[src/rtl/fetch_pkg.sv]
// Shared types and constants for the instruction fetch stage.
package fetch_pkg;

  localparam int INSTR_BYTES = 4;
  localparam int INSTR_W     = 32;
  localparam int PC_W        = 10;

  localparam logic [INSTR_W-1:0] NOP_INSTR = 32'h0000_0013;

  typedef struct packed {
    logic [INSTR_W-1:0] instr;
    logic [PC_W-1:0]    pc;
  } fetch_entry_t;

endpackage

[src/rtl/fetch_unit_if.sv]
// Fetch stage bus: instruction memory port, redirect port and decoder handshake.
interface fetch_unit_if
  import fetch_pkg::*;
#(
  parameter int WIDTH = INSTR_W,
  parameter int IADDR = PC_W
);

  logic             imem_req;
  logic [IADDR-1:0] imem_addr;
  logic [WIDTH-1:0] imem_rdata;
  logic             redirect_valid;
  logic [IADDR-1:0] redirect_pc;
  logic             instr_valid;
  logic             instr_ready;
  logic [WIDTH-1:0] instr;
  logic [IADDR-1:0] instr_pc;

  modport master (
    output imem_req, imem_addr, instr_valid, instr, instr_pc,
    input  imem_rdata, redirect_valid, redirect_pc, instr_ready
  );

  modport slave (
    input  imem_req, imem_addr, instr_valid, instr, instr_pc,
    output imem_rdata, redirect_valid, redirect_pc, instr_ready
  );

endinterface

[src/rtl/fetch_fifo.sv]
// Small prefetch FIFO of fetch entries; flush overrides push and pop.
module fetch_fifo
  import fetch_pkg::*;
#(
  parameter  int DEPTH = 2,
  localparam int CW    = $clog2(DEPTH + 1),
  localparam int PW    = (DEPTH > 1) ? $clog2(DEPTH) : 1
) (
  input  logic          clk,
  input  logic          reset_n,
  input  logic          i_push,
  input  logic          i_pop,
  input  logic          i_flush,
  input  fetch_entry_t  i_wdata,
  output fetch_entry_t  o_head,
  output logic [CW-1:0] o_count
);

  fetch_entry_t  r_mem [DEPTH];
  logic [PW-1:0] r_rd_ptr;
  logic [PW-1:0] r_wr_ptr;
  logic [CW-1:0] r_count;
  logic          w_do_push;
  logic          w_do_pop;

  function automatic logic [PW-1:0] ptr_inc(input logic [PW-1:0] p);
    return (p == PW'(DEPTH - 1)) ? '0 : p + PW'(1);
  endfunction

  assign w_do_pop  = i_pop && !i_flush && (r_count != '0);
  assign w_do_push = i_push && !i_flush && ((r_count != CW'(DEPTH)) || w_do_pop);

  always_ff @(posedge clk or negedge reset_n) begin
    if (!reset_n) begin
      r_rd_ptr <= '0;
      r_wr_ptr <= '0;
      r_count  <= '0;
    end else if (i_flush) begin
      r_rd_ptr <= '0;
      r_wr_ptr <= '0;
      r_count  <= '0;
    end else begin
      if (w_do_push) r_wr_ptr <= ptr_inc(r_wr_ptr);
      if (w_do_pop)  r_rd_ptr <= ptr_inc(r_rd_ptr);
      if (w_do_push && !w_do_pop)      r_count <= r_count + CW'(1);
      else if (w_do_pop && !w_do_push) r_count <= r_count - CW'(1);
    end
  end

  // Storage needs no reset: entries are only visible while counted.
  always_ff @(posedge clk) begin
    if (w_do_push) r_mem[r_wr_ptr] <= i_wdata;
  end

  assign o_head  = r_mem[r_rd_ptr];
  assign o_count = r_count;

endmodule

[src/rtl/flopenr.sv]
// Enabled register with asynchronous active-low reset to a configurable value.
module flopenr #(
  parameter int               WIDTH     = 8,
  parameter logic [WIDTH-1:0] RESET_VAL = '0
) (
  input  logic             clk,
  input  logic             reset_n,
  input  logic             i_en,
  input  logic [WIDTH-1:0] i_d,
  output logic [WIDTH-1:0] o_q
);

  always_ff @(posedge clk or negedge reset_n) begin
    if (!reset_n) begin
      o_q <= RESET_VAL;
    end else if (i_en) begin
      o_q <= i_d;
    end
  end

endmodule

[src/rtl/fetch_unit.sv]
// Instruction fetch stage: owns the fetch PC, issues 1-cycle-latency reads, buffers returns.
// Optional macro FETCH_PERF_EN adds pop and flush performance counters.
module fetch_unit
  import fetch_pkg::*;
#(
  parameter int               WIDTH    = INSTR_W,
  parameter int               IADDR    = PC_W,
  parameter int               DEPTH    = 2,
  parameter logic [IADDR-1:0] RESET_PC = '0
) (
  input  logic         clk,
  input  logic         reset_n,
  fetch_unit_if.master bus
`ifdef FETCH_PERF_EN
  ,
  output logic [31:0]  perf_fetch_cnt,
  output logic [31:0]  perf_flush_cnt
`endif
);

  localparam int CW = $clog2(DEPTH + 1);

  logic             r_run;
  logic             r_inflight;
  logic [IADDR-1:0] r_req_pc;
  logic [IADDR-1:0] w_fetch_pc;
  logic [IADDR-1:0] w_fetch_pc_next;
  logic             w_pc_en;
  logic             w_req;
  logic             w_pop;
  logic             w_push;
  logic [CW:0]      w_credit;
  logic [CW-1:0]    w_count;
  fetch_entry_t     w_head;
  fetch_entry_t     w_wdata;

  assign w_pop = bus.instr_valid && bus.instr_ready;

  // Outstanding response reserves a slot, a same-cycle pop frees one.
  assign w_credit = {1'b0, w_count} + (CW+1)'(r_inflight) - (CW+1)'(w_pop);
  assign w_req    = r_run && !bus.redirect_valid && (w_credit < (CW+1)'(DEPTH));
  assign w_push   = r_inflight && !bus.redirect_valid;

  assign w_pc_en         = w_req || bus.redirect_valid;
  assign w_fetch_pc_next = bus.redirect_valid ? {bus.redirect_pc[IADDR-1:2], 2'b00}
                                              : w_fetch_pc + IADDR'(INSTR_BYTES);

  flopenr #(
    .WIDTH     (IADDR),
    .RESET_VAL (RESET_PC)
  ) u_pc_reg (
    .clk     (clk),
    .reset_n (reset_n),
    .i_en    (w_pc_en),
    .i_d     (w_fetch_pc_next),
    .o_q     (w_fetch_pc)
  );

  always_ff @(posedge clk or negedge reset_n) begin
    if (!reset_n) begin
      r_run      <= 1'b0;
      r_inflight <= 1'b0;
      r_req_pc   <= '0;
    end else begin
      r_run      <= 1'b1;
      r_inflight <= w_req;
      if (w_req) r_req_pc <= w_fetch_pc;
    end
  end

  assign w_wdata = '{instr: bus.imem_rdata, pc: r_req_pc};

  fetch_fifo #(
    .DEPTH (DEPTH)
  ) u_fifo (
    .clk     (clk),
    .reset_n (reset_n),
    .i_push  (w_push),
    .i_pop   (w_pop),
    .i_flush (bus.redirect_valid),
    .i_wdata (w_wdata),
    .o_head  (w_head),
    .o_count (w_count)
  );

  assign bus.imem_req    = w_req;
  assign bus.imem_addr   = w_fetch_pc;
  assign bus.instr_valid = (w_count != '0);
  assign bus.instr       = bus.instr_valid ? w_head.instr : NOP_INSTR;
  assign bus.instr_pc    = bus.instr_valid ? w_head.pc : '0;

`ifdef FETCH_PERF_EN
  always_ff @(posedge clk or negedge reset_n) begin
    if (!reset_n) begin
      perf_fetch_cnt <= '0;
      perf_flush_cnt <= '0;
    end else begin
      if (w_pop)              perf_fetch_cnt <= perf_fetch_cnt + 32'd1;
      if (bus.redirect_valid) perf_flush_cnt <= perf_flush_cnt + 32'd1;
    end
  end
`endif

endmodule

[src/flat_wrapper.sv]
// flat-port wrapper written by rule: the top's interface ports become plain ports
module fetch_unit_flat import fetch_pkg::*;
#(
  parameter int               WIDTH    = INSTR_W,
  parameter int               IADDR    = PC_W,
  parameter int               DEPTH    = 2,
  parameter logic [IADDR-1:0] RESET_PC = '0
)
  (clk, reset_n, bus_imem_req, bus_imem_addr, bus_instr_valid, bus_instr, bus_instr_pc, bus_imem_rdata, bus_redirect_valid, bus_redirect_pc, bus_instr_ready);
  fetch_unit_if #(.WIDTH(WIDTH), .IADDR(IADDR)) bus_i ();
  input  logic clk;
  input  logic reset_n;
  output wire logic [$bits(bus_i.imem_req)-1:0] bus_imem_req;
  output wire logic [$bits(bus_i.imem_addr)-1:0] bus_imem_addr;
  output wire logic [$bits(bus_i.instr_valid)-1:0] bus_instr_valid;
  output wire logic [$bits(bus_i.instr)-1:0] bus_instr;
  output wire logic [$bits(bus_i.instr_pc)-1:0] bus_instr_pc;
  input wire logic [$bits(bus_i.imem_rdata)-1:0] bus_imem_rdata;
  input wire logic [$bits(bus_i.redirect_valid)-1:0] bus_redirect_valid;
  input wire logic [$bits(bus_i.redirect_pc)-1:0] bus_redirect_pc;
  input wire logic [$bits(bus_i.instr_ready)-1:0] bus_instr_ready;
  assign bus_imem_req = bus_i.imem_req;
  assign bus_imem_addr = bus_i.imem_addr;
  assign bus_instr_valid = bus_i.instr_valid;
  assign bus_instr = bus_i.instr;
  assign bus_instr_pc = bus_i.instr_pc;
  assign bus_i.imem_rdata = bus_imem_rdata;
  assign bus_i.redirect_valid = bus_redirect_valid;
  assign bus_i.redirect_pc = bus_redirect_pc;
  assign bus_i.instr_ready = bus_instr_ready;
  fetch_unit #(.WIDTH(WIDTH), .IADDR(IADDR), .DEPTH(DEPTH), .RESET_PC(RESET_PC)) u_core (.clk(clk), .reset_n(reset_n), .bus(bus_i));
endmodule
[config.mk]
export PLATFORM = sky130hd
export DESIGN_NAME = fetch_unit_flat
export DESIGN_NICKNAME = d
export VERILOG_FILES = /design/src/rtl/fetch_pkg.sv /design/src/rtl/fetch_unit_if.sv /design/src/rtl/fetch_fifo.sv /design/src/rtl/flopenr.sv /design/src/rtl/fetch_unit.sv /design/src/flat_wrapper.sv
export SDC_FILE = /design/constraint.sdc
export NUM_CORES = 1
export LEC_CHECK = 0
export CAP_MARGIN = 20
export CORE_UTILIZATION = 45
export CTS_BUF_LIST = sky130_fd_sc_hd__clkbuf_4
export CTS_CLUSTER_SIZE = 25
export DETAILED_ROUTE_END_ITERATION = 8
export MAX_ROUTING_LAYER = met4
export PLACE_DENSITY = 0.81
export SYNTH_ARGS = -nofsm -noshare
export SYNTH_HDL_FRONTEND = slang
export SYNTH_HIERARCHICAL = 1
export SYNTH_SLANG_ARGS = --single-unit
[constraint.sdc]
create_clock -name clk -period 5.75 [get_ports clk]
set_input_delay 0.8625 -clock clk [delete_from_list [all_inputs] [get_ports clk]]
set_output_delay 0.8625 -clock clk [all_outputs]
set_load 0.03 [all_outputs]
==> results.cfg, run 1 <==
[outcome]
status = completed

[sta]
setup_violations = 0
hold_ws_ns = 0.490
tns_ns = 0
tightest_slew_ns = 1.01
rsz0062_at_grt = false
slew_headroom = 0.324
fmax_ghz = 0.217
finalMaxSlewViolations = 0
min_period_over_period = 0.800
fin_crit_ns = 4.60
finalHoldViolations = 0
final.setup_skew_ns = 0.0122

[yosys]
synth_compound_area_frac = 0.0223
ys.flop_type = edfxtp_1
synth_seq_cells = 110
muxShareOfSynthArea = 0.161
synth_area_per_cell_sq_um = 16.0
ys_types = 35
yosysTopAreaCellShare = 0.536
synth_edf_count = 84
syn_nets = 343
syn_area_sq_mm = 0.00470
synth.area.top_cells = edfxtp_1 (54%), dfrtp_1 (14%), mux2_2 (13%)
syn_inst = 294
synth.most_common_cell = edfxtp_1
synthXorXnorAreaFrac = 0.0112
synth_common_cells = edfxtp_1 (84), mux2_2 (54), dfrtp_1 (26)
synth_top_family_by_area = multiplexers
synth_fa_ha_area_frac = 0.00958
async_flop_share = 0.236
synthSimpleGateAreaFrac = 0.101
synth-seq-area-share = 0.675
ys_warn_count = 6
synth_area_leader_cell = edfxtp_1

[routing]
drt-initial-drc-count = 109
drcViolationCount = 0
detail-route-antenna-nets = 0
dr_total_vias = 2680
via_per_inst = 5.02
wl_um = 8350
dr.pass1.iters = 4
wl_per_cell_um = 15.6

[clock_network]
cts_setup_buffers = 0
cts_num_sinks = 110
htreeDepth = 3
postCtsHoldBufs = 0
cts_resized = 0
cts_root_buf = clkbuf_4
clk_latency_ns = 0.46
clock_tree.buffer_depth = 2
numCtsBuffers = 9
cts_tree = done
clk_pin_slew_ns = 0.14

[pwr]
irDropWorstVdd_v = 0.000133
comb_power_share = 0.164
power.switching_mw = 0.393
clkPwrFrac = 0.224
seqPwrFrac = 0.612
switching_share = 0.250
internal-power_mw = 1.18
p_leak_nw = 2.18
powerDensity_mw_per_mm2 = 263
total_power_mw = 1.57

[global_routing]
overflow = 0
grt_pass1_wl_um = 13700
grt_pass1_vias = 2744
grtUsageTotal = 0.170
grt_max_degree = 45
antenna_found_initial = 0

[finish]
insertedDiodeCount = 0
fill_cells = 776
layout.area.seq_sq_mm = 0.00317
fin_area_sq_mm = 0.00598
nets = 445
multi_input_area_sq_mm = 0.00146
area_growth_pct = 27.2
drive_gt1_frac = 0.234
instances_no_fill = 534

[die]
die_h_um = 104
dieArea_sq_mm = 0.0109
io_pins = 100
die_w_um = 104
rows = 36
core-area_sq_mm = 0.00995
start_util = 0.472

[setup_path]
r2r_slack_ns = 2.35
path_max_fanout = 44
critPathKind = register to primary output
reg2regPathDepth = 10
r2r-start = u_core/u_fifo/o_count[1]
crit_required_ns = 4.89
cp_data_arrival_time_ns = 3.74
end_kind = primary output
reg2reg_to = u_core/u_pc_reg/o_q[3]
cp-start-kind = register

[placed_design]
place_inst = 518
placed_cell_area_sq_mm = 0.00586
gp_congestion = 0.769
port_buffers = 97
dp_hpwl_um = 5520

[min_path]
holdPathStages = 0
min_from = u_core/r_req_pc[7]
hold_path_class = register to register
min_to = u_core/u_fifo/r_mem[1][7]

[run]
drv_cap = 0
## stage by stage
| step | util | setup WS (ns) |
|---|---|---|
| 6_report | 0.601 | 1.15 |
| 5_1_grt | 0.601 | 0.933 |
| 4_1_cts | 0.601 | 1.06 |
| 3_5_place_dp | 0.589 | 1.42 |
| 3_3_place_gp | 0.585 | 1.41 |
| 2_1_floorplan | - | 0.595 |
## final cells by class
class	instances	share of cell area
clock buffer	9	0.0113
sequential	110	0.531
clock inverter	7	0.00920
tap	133	0.0278
inverter	5	0.00314
multi-input combinational	166	0.244
timing repair buffer	104	0.174
## cell families after synthesis
kind of cell	count (synthesis)
adder cells (fa/ha/maj)	3
multiplexers	64
XOR/XNOR	6
AND/OR/NAND/NOR	76
buffers and inverters	18
flip-flops	110
other	1
AO/OA/AOI/OAI	16
## power by group through the flow
stage / combinational [mW] / clock, mW / sequential, mW
after floorplan: 0.127 / 0 / 0.993
after global placement: 0.250 / 0 / 0.975
after detailed placement: 0.259 / 0 / 0.980
after CTS: 0.261 / 0.366 / 0.962
after global routing: 0.275 / 0.389 / 0.969
final: 0.258 / 0.352 / 0.961
## worst max path at each step
stage                              from                        end  slack (ns)  depth (start not counted)
2_1_floorplan        bus_redirect_valid  u_core/u_fifo/r_mem[1][0]        0.60                          4
3_3_place_gp            bus_instr_ready               bus_imem_req        1.41                          8
3_5_place_dp            bus_instr_ready               bus_imem_req        1.42                          8
4_1_cts        u_core/u_fifo/o_count[1]               bus_imem_req        1.06                          9
5_1_grt        u_core/u_fifo/o_count[1]               bus_imem_req        0.93                          9
6_report       u_core/u_fifo/o_count[1]               bus_imem_req        1.15                          9
## per-layer routing
layer	vias to the layer above	routed length [um]	global-route usage
met5	-	0	-
met4	0	133	0.0816
met3	12	425	0.0326
met2	89	4050	0.274
met1	1302	3740	0.206
li1	1277	-	-
## placed cells by master, fill, tap and decap left out, types with 2 or more instances in the layout
cell / Yosys / final
clkdlybuf4s50_1: 0 / 97
edfxtp_1: 84 / 84
mux2_2: 54 / 54
dfrtp_1: 26 / 25
nor2b_1: 22 / 22
and2b_1: 22 / 22
mux2_4: 10 / 10
clkbuf_4: 0 / 9
nand2_1: 9 / 9
o21ai_0: 7 / 6
buf_4: 0 / 6
inv_1: 5 / 5
xor2_1: 5 / 5
clkinv_1: 0 / 4
nand3_1: 4 / 4
or2_2: 3 / 3
nor2_1: 4 / 3
a21oi_1: 3 / 3
clkinv_2: 0 / 2
o211ai_1: 2 / 2
or4_1: 2 / 2
or3_1: 2 / 2
nor3_2: 1 / 2
ha_1: 2 / 2
## critical path: stages, from the launching register on
cell and delay [ns]:
dfrtp_1 0.52, nor2_4 0.12, buf_4 0.38, and2b_1 0.31, ha_1 0.30, nand2b_1 0.15, fa_1 0.37, xor2_1 0.19
nor3_2 0.20, clkdlybuf4s50_1 0.74
## state kept, by name, indices dropped and copies added, names as in the netlist
register                cells
u_core/r_inflight           1
u_core/r_req_pc            10
u_core/r_run                1
u_core/u_fifo/o_count       2
u_core/u_fifo/r_mem        84
u_core/u_fifo/r_rd_ptr      1
u_core/u_fifo/r_wr_ptr      1
u_core/u_pc_reg/o_q        10
Note: power is estimated with default switching activity, not from simulation.
==> run 2: changes to the inputs <==
--- a/config.mk
+++ b/config.mk
@@ -11,7 +11,7 @@
 export CTS_CLUSTER_SIZE = 25
 export DETAILED_ROUTE_END_ITERATION = 8
 export MAX_ROUTING_LAYER = met4
-export PLACE_DENSITY = 0.81
+export PLACE_DENSITY = 0.84
 export SYNTH_ARGS = -nofsm -noshare
 export SYNTH_HDL_FRONTEND = slang
 export SYNTH_HIERARCHICAL = 1
==> constraint.sdc (replaced) <==
create_clock -name clk -period 4.04 [get_ports clk]
set_input_delay 0.606 -clock clk [delete_from_list [all_inputs] [get_ports clk]]
set_output_delay 0.606 -clock clk [all_outputs]
set_load 0.03 [all_outputs]
==> run 2 against run 1 <==
Sequential share of layout area shrank 0.055 points. Clock power grew 26%. Combinational power grew 43%. Utilization grew 0.063 points. Non-clock buffer count grew 2. Wire length shrank 1.7%. Total power grew 39%. Cell count grew 0.37%. Clock skew grew 0.00090 ns. Register-to-register slack lost 1.2 ns. Via count grew 0.30%. Worst setup slack lost 0.58 ns.
==> results.cfg, run 2 (same netlist as run 1, synthesis figures left out) <==
[finish]
drive_gt1_frac = 0.241
area_growth_pct = 27.3
top_regs = u_core/u_fifo/r_mem (84), u_core/r_req_pc (10), u_core/u_pc_reg/o_q (10)
final_cell_mix = clkdlybuf4s50_1 (96), edfxtp_1 (84), mux2_2 (54)
largest_reg_flops = 84
nets = 447
final_common_cell = clkdlybuf4s50_1
regMostFlops = u_core/u_fifo/r_mem
fin_area_sq_mm = 0.00599
insertedDiodeCount = 0
final_util = 0.602
fill_cells = 789

[global_routing]
grt_max_degree = 44
antenna_found_initial = 0
grt_pass1_wl_um = 13700
grtUsageTotal = 0.169
grt_pass1_vias = 2752
overflow = 0

[routing]
wl_um = 8210
wl_per_cell_um = 15.3
dr_total_vias = 2688
detail-route-antenna-nets = 0
drcViolationCount = 0
dr.pass1.iters = 4
drt-initial-drc-count = 89
via_per_inst = 5.01

[clock_network]
cts_resized = 0
numCtsBuffers = 9
clk_latency_ns = 0.45
clk_pin_slew_ns = 0.14
htreeDepth = 3
cts_setup_buffers = 0
cts_num_sinks = 110
postCtsHoldBufs = 0
clock_tree.buffer_depth = 2
cts_tree = done
cts_root_buf = clkbuf_4

[die]
start_util = 0.472
rows = 36
core-area_sq_mm = 0.00995
die_h_um = 104
die_w_um = 104
io_pins = 100
dieArea_sq_mm = 0.0109

[placed_design]
port_buffers = 97
placed_cell_area_sq_mm = 0.00586
dp_hpwl_um = 5370
gp_congestion = 0.781
dp_worst_setup_slack_ns = 0.674

[setup_path]
crit_required_ns = 3.43
path_max_fanout = 8
cp-start-kind = register
cp_data_arrival_time_ns = 2.86
crit_buf_inv = 1
r2r_slack_ns = 1.12
cp_num_cells = 8
critPathMaxStageDelay_ns = 0.53
reg2regPathDepth = 9
critPathSlowestCell = dfrtp_1
end_kind = primary output
critPathKind = register to primary output
reg2reg_to = u_core/r_req_pc[0]
path_delay_family = simple AND/OR/NAND/NOR gates
r2r-start = u_core/u_fifo/o_count[1]
cp_cell_sequence = nor2_4, and2b_1, ha_1, nand2b_1, fa_1, xor2_1, nor3_2, buf_4

[pwr]
p_leak_nw = 2.19
irDropWorstVdd_v = 0.000218
powerDensity_mw_per_mm2 = 364

[sta]
setup_slack_ns = 0.575
setup_violations = 0
tns_ns = 0
tightest_slew_ns = 0.810
slew_headroom = 0.455
final.setup_skew_ns = 0.0131
rsz0062_at_grt = false
fin_crit_ns = 3.47
fmax_ghz = 0.289
finalMaxSlewViolations = 0
min_period_over_period = 0.858
finalHoldViolations = 0

[outcome]
status = completed

[min_path]
hold_path_class = primary input to asynchronous set/reset pin

[run]
drv_cap = 0
[run 2: area by class of cell]
| class | count | area, sq um | share of cell area |
|---|---|---|---|
| tap | 133 | 166 | 0.0278 |
| timing repair buffer | 106 | 1060 | 0.176 |
| clock inverter | 6 | 28.8 | 0.00480 |
| clock buffer | 10 | 75.1 | 0.0125 |
| multi-input combinational | 166 | 1470 | 0.245 |
| inverter | 5 | 18.8 | 0.00313 |
| sequential | 110 | 3170 | 0.530 |
[run 2: stage by stage]
stage	hold slack (ns)	total power [mW]	cells
5_1_grt	0.427	2.28	536
4_1_cts	0.490	2.20	535
2_1_floorplan	0.310	1.59	294
3_5_place_dp	0.458	1.76	519
6_report	0.446	2.18	536
3_3_place_gp	0.447	1.74	519
[run 2: worst max-delay path by stage]
stage | slack (ns) | start | endpoint
detailed placement | 0.67 | bus_instr_ready | bus_imem_req
global placement | 0.67 | bus_instr_ready | bus_imem_req
global route | 0.44 | u_core/u_fifo/o_count[1] | bus_imem_req
CTS | 0.51 | u_core/u_fifo/o_count[1] | bus_imem_req
finish | 0.57 | u_core/u_fifo/o_count[1] | bus_imem_req
floorplan | 0.61 | bus_redirect_valid | u_core/u_fifo/r_mem[1][0]
[run 2: worst register-to-register path, cell delays in order (launching register included)]
cell,delay [ns]
dfrtp_1,0.53
nor2_4,0.13
and2b_1,0.25
ha_1,0.30
nand2b_1,0.15
fa_1,0.38
xor2_1,0.19
nor3_2,0.29
buf_4,0.26
mux2_2,0.36
[run 2: power breakdown]
group | total (mW) | internal (mW) | switching (mW)
Sequential | 1.37 | 1.30 | 0.0680
Combinational | 0.368 | 0.196 | 0.172
Clock | 0.444 | 0.126 | 0.317
[run 2: per-layer routing]
layer	share of wire	vias up	wire length (um)	track usage
li1	-	1279	-	-
met1	0.46	1311	3740	0.220
met2	0.48	89	3900	0.262
met3	0.054	9	443	0.0351
met4	0.015	0	125	0.0622
met5	0	-	0	-
==> run 3: changes to the inputs <==
--- a/config.mk
+++ b/config.mk
@@ -6,12 +6,12 @@
 export NUM_CORES = 1
 export LEC_CHECK = 0
 export CAP_MARGIN = 20
-export CORE_UTILIZATION = 45
+export CORE_UTILIZATION = 48
 export CTS_BUF_LIST = sky130_fd_sc_hd__clkbuf_4
 export CTS_CLUSTER_SIZE = 25
 export DETAILED_ROUTE_END_ITERATION = 8
 export MAX_ROUTING_LAYER = met4
-export PLACE_DENSITY = 0.84
+export PLACE_DENSITY = 0.88
 export SYNTH_ARGS = -nofsm -noshare
 export SYNTH_HDL_FRONTEND = slang
 export SYNTH_HIERARCHICAL = 1
==> run 3 against run 2 <==
Via count is 0.67% higher. Hold slack improved by 0.034 ns. Utilization rose by 3.7 points. Combinational power barely moved. First-iteration DRC count increased by 16%. Cell area about the same. Wire length up 2.4%. Cell count fell by 0.75%. Fmax up 0.80%. Total power up 0.80%. Clock-buffer cell count unchanged.
==> results.cfg, run 3 (same netlist as run 1, synthesis figures left out) <==
[routing]
wl_per_cell_um = 15.8
wl_um = 8410
dr_total_vias = 2706
drt-initial-drc-count = 103
drcViolationCount = 0
dr.pass1.iters = 4
via_per_inst = 5.09
detail-route-antenna-nets = 0

[die]
start_util = 0.502
rows = 35
io_pins = 100
core-area_sq_mm = 0.00937
die_h_um = 101
dieArea_sq_mm = 0.0102
die_w_um = 101

[placed_design]
port_buffers = 97
gp_congestion = 0.740
dp_hpwl_um = 5640
placed_cell_area_sq_mm = 0.00587
dp_worst_setup_slack_ns = 0.669
place_inst = 516

[finish]
final_common_cell = clkdlybuf4s50_1
final_cell_mix = clkdlybuf4s50_1 (96), edfxtp_1 (84), mux2_2 (54)
layout.area.seq_sq_mm = 0.00317
final_util = 0.639
fill_cells = 713
nets = 447
regMostFlops = u_core/u_fifo/r_mem
insertedDiodeCount = 0
multi_input_area_sq_mm = 0.00147
area_growth_pct = 27.3
instances_no_fill = 532
largest_reg_flops = 84
drive_gt1_frac = 0.251
top_regs = u_core/u_fifo/r_mem (84), u_core/r_req_pc (10), u_core/u_pc_reg/o_q (10)
fin_area_sq_mm = 0.00599

[pwr]
switching_share = 0.259
seqPwrFrac = 0.624
clkPwrFrac = 0.209
p_leak_nw = 2.19
comb_power_share = 0.167
internal-power_mw = 1.63
irDropWorstVdd_v = 0.000271
power.switching_mw = 0.569
powerDensity_mw_per_mm2 = 367
total_power_mw = 2.20

[sta]
fmax_ghz = 0.291
finalHoldViolations = 0
fin_crit_ns = 3.44
final.setup_skew_ns = 0.0122
min_period_over_period = 0.851
setup_violations = 0
tns_ns = 0
setup_slack_ns = 0.602
tightest_slew_ns = 0.782
rsz0062_at_grt = false
finalMaxSlewViolations = 0
slew_headroom = 0.474
hold_ws_ns = 0.480

[setup_path]
path_max_fanout = 8
cp_data_arrival_time_ns = 2.83
path_delay_family = simple AND/OR/NAND/NOR gates
critPathMaxStageDelay_ns = 0.51
cp_cell_sequence = nor2_4, and2b_1, ha_1, nand2b_1, fa_1, xor2_1, nor3_2, buf_4
critPathKind = register to primary output
crit_required_ns = 3.43
crit_buf_inv = 1
end_kind = primary output
critPathSlowestCell = dfrtp_1
cp-start-kind = register

[clock_network]
cts_setup_buffers = 0
numCtsBuffers = 9
cts_num_sinks = 110
postCtsHoldBufs = 0
cts_tree = done
htreeDepth = 3
clk_pin_slew_ns = 0.15
clock_tree.buffer_depth = 2
cts_root_buf = clkbuf_4
cts_resized = 0
clk_latency_ns = 0.43

[global_routing]
grtUsageTotal = 0.181
grt_pass1_vias = 2740
grt_pass1_wl_um = 13400
antenna_found_initial = 0
overflow = 0
grt_max_degree = 44

[min_path]
hold_path_class = register to register

[run]
drv_cap = 0

[outcome]
status = completed
## run 3: worst paths after layout
check,from,to,slack (ns),cells past startpoint
hold / removal,u_core/r_req_pc[9],u_core/u_fifo/r_mem[0][9],0.48,0
hold reg to reg,u_core/r_req_pc[9],u_core/u_fifo/r_mem[0][9],0.48,0
min in group asynchronous,reset_n,u_core/u_pc_reg/o_q[3],0.53,2
setup / recovery,u_core/u_fifo/o_count[0],bus_imem_req,0.60,8
max in group asynchronous,reset_n,u_core/u_fifo/r_rd_ptr,3.24,2
setup reg to reg,u_core/u_fifo/o_count[0],u_core/r_req_pc[1],1.14,9
## run 3: area by class of cell
class | count | share of cell area
Timing Repair Buffer | 106 | 0.175
Clock inverter | 6 | 0.00627
Inverter | 5 | 0.00314
Tap cell | 129 | 0.0270
Multi-Input combinational cell | 166 | 0.246
Clock buffer | 10 | 0.0125
Sequential cell | 110 | 0.530
## run 3: metal layers
metal	vias up	GRT usage	wire length [um]
met5	-	-	0
met4	0	0.0491	78
met3	8	0.0485	446
met2	92	0.297	4220
met1	1326	0.223	3670
li1	1280	-	-
## run 3: worst register-to-register path, cell delays in order (launching register included)
cell	delay (ns)
dfrtp_1	0.51
nor2_4	0.14
and2b_1	0.25
ha_1	0.30
nand2b_1	0.15
fa_1	0.38
xor2_1	0.19
nor3_2	0.27
buf_4	0.25
mux2_2	0.35
## run 3: power groups by stage
stage	Clock [mW]	Sequential, mW	Combinational [mW]
2_1_floorplan	0	1.41	0.181
3_3_place_gp	0	1.39	0.356
3_5_place_dp	0	1.40	0.368
4_1_cts	0.481	1.37	0.370
5_1_grt	0.518	1.38	0.392
6_report	0.460	1.37	0.367
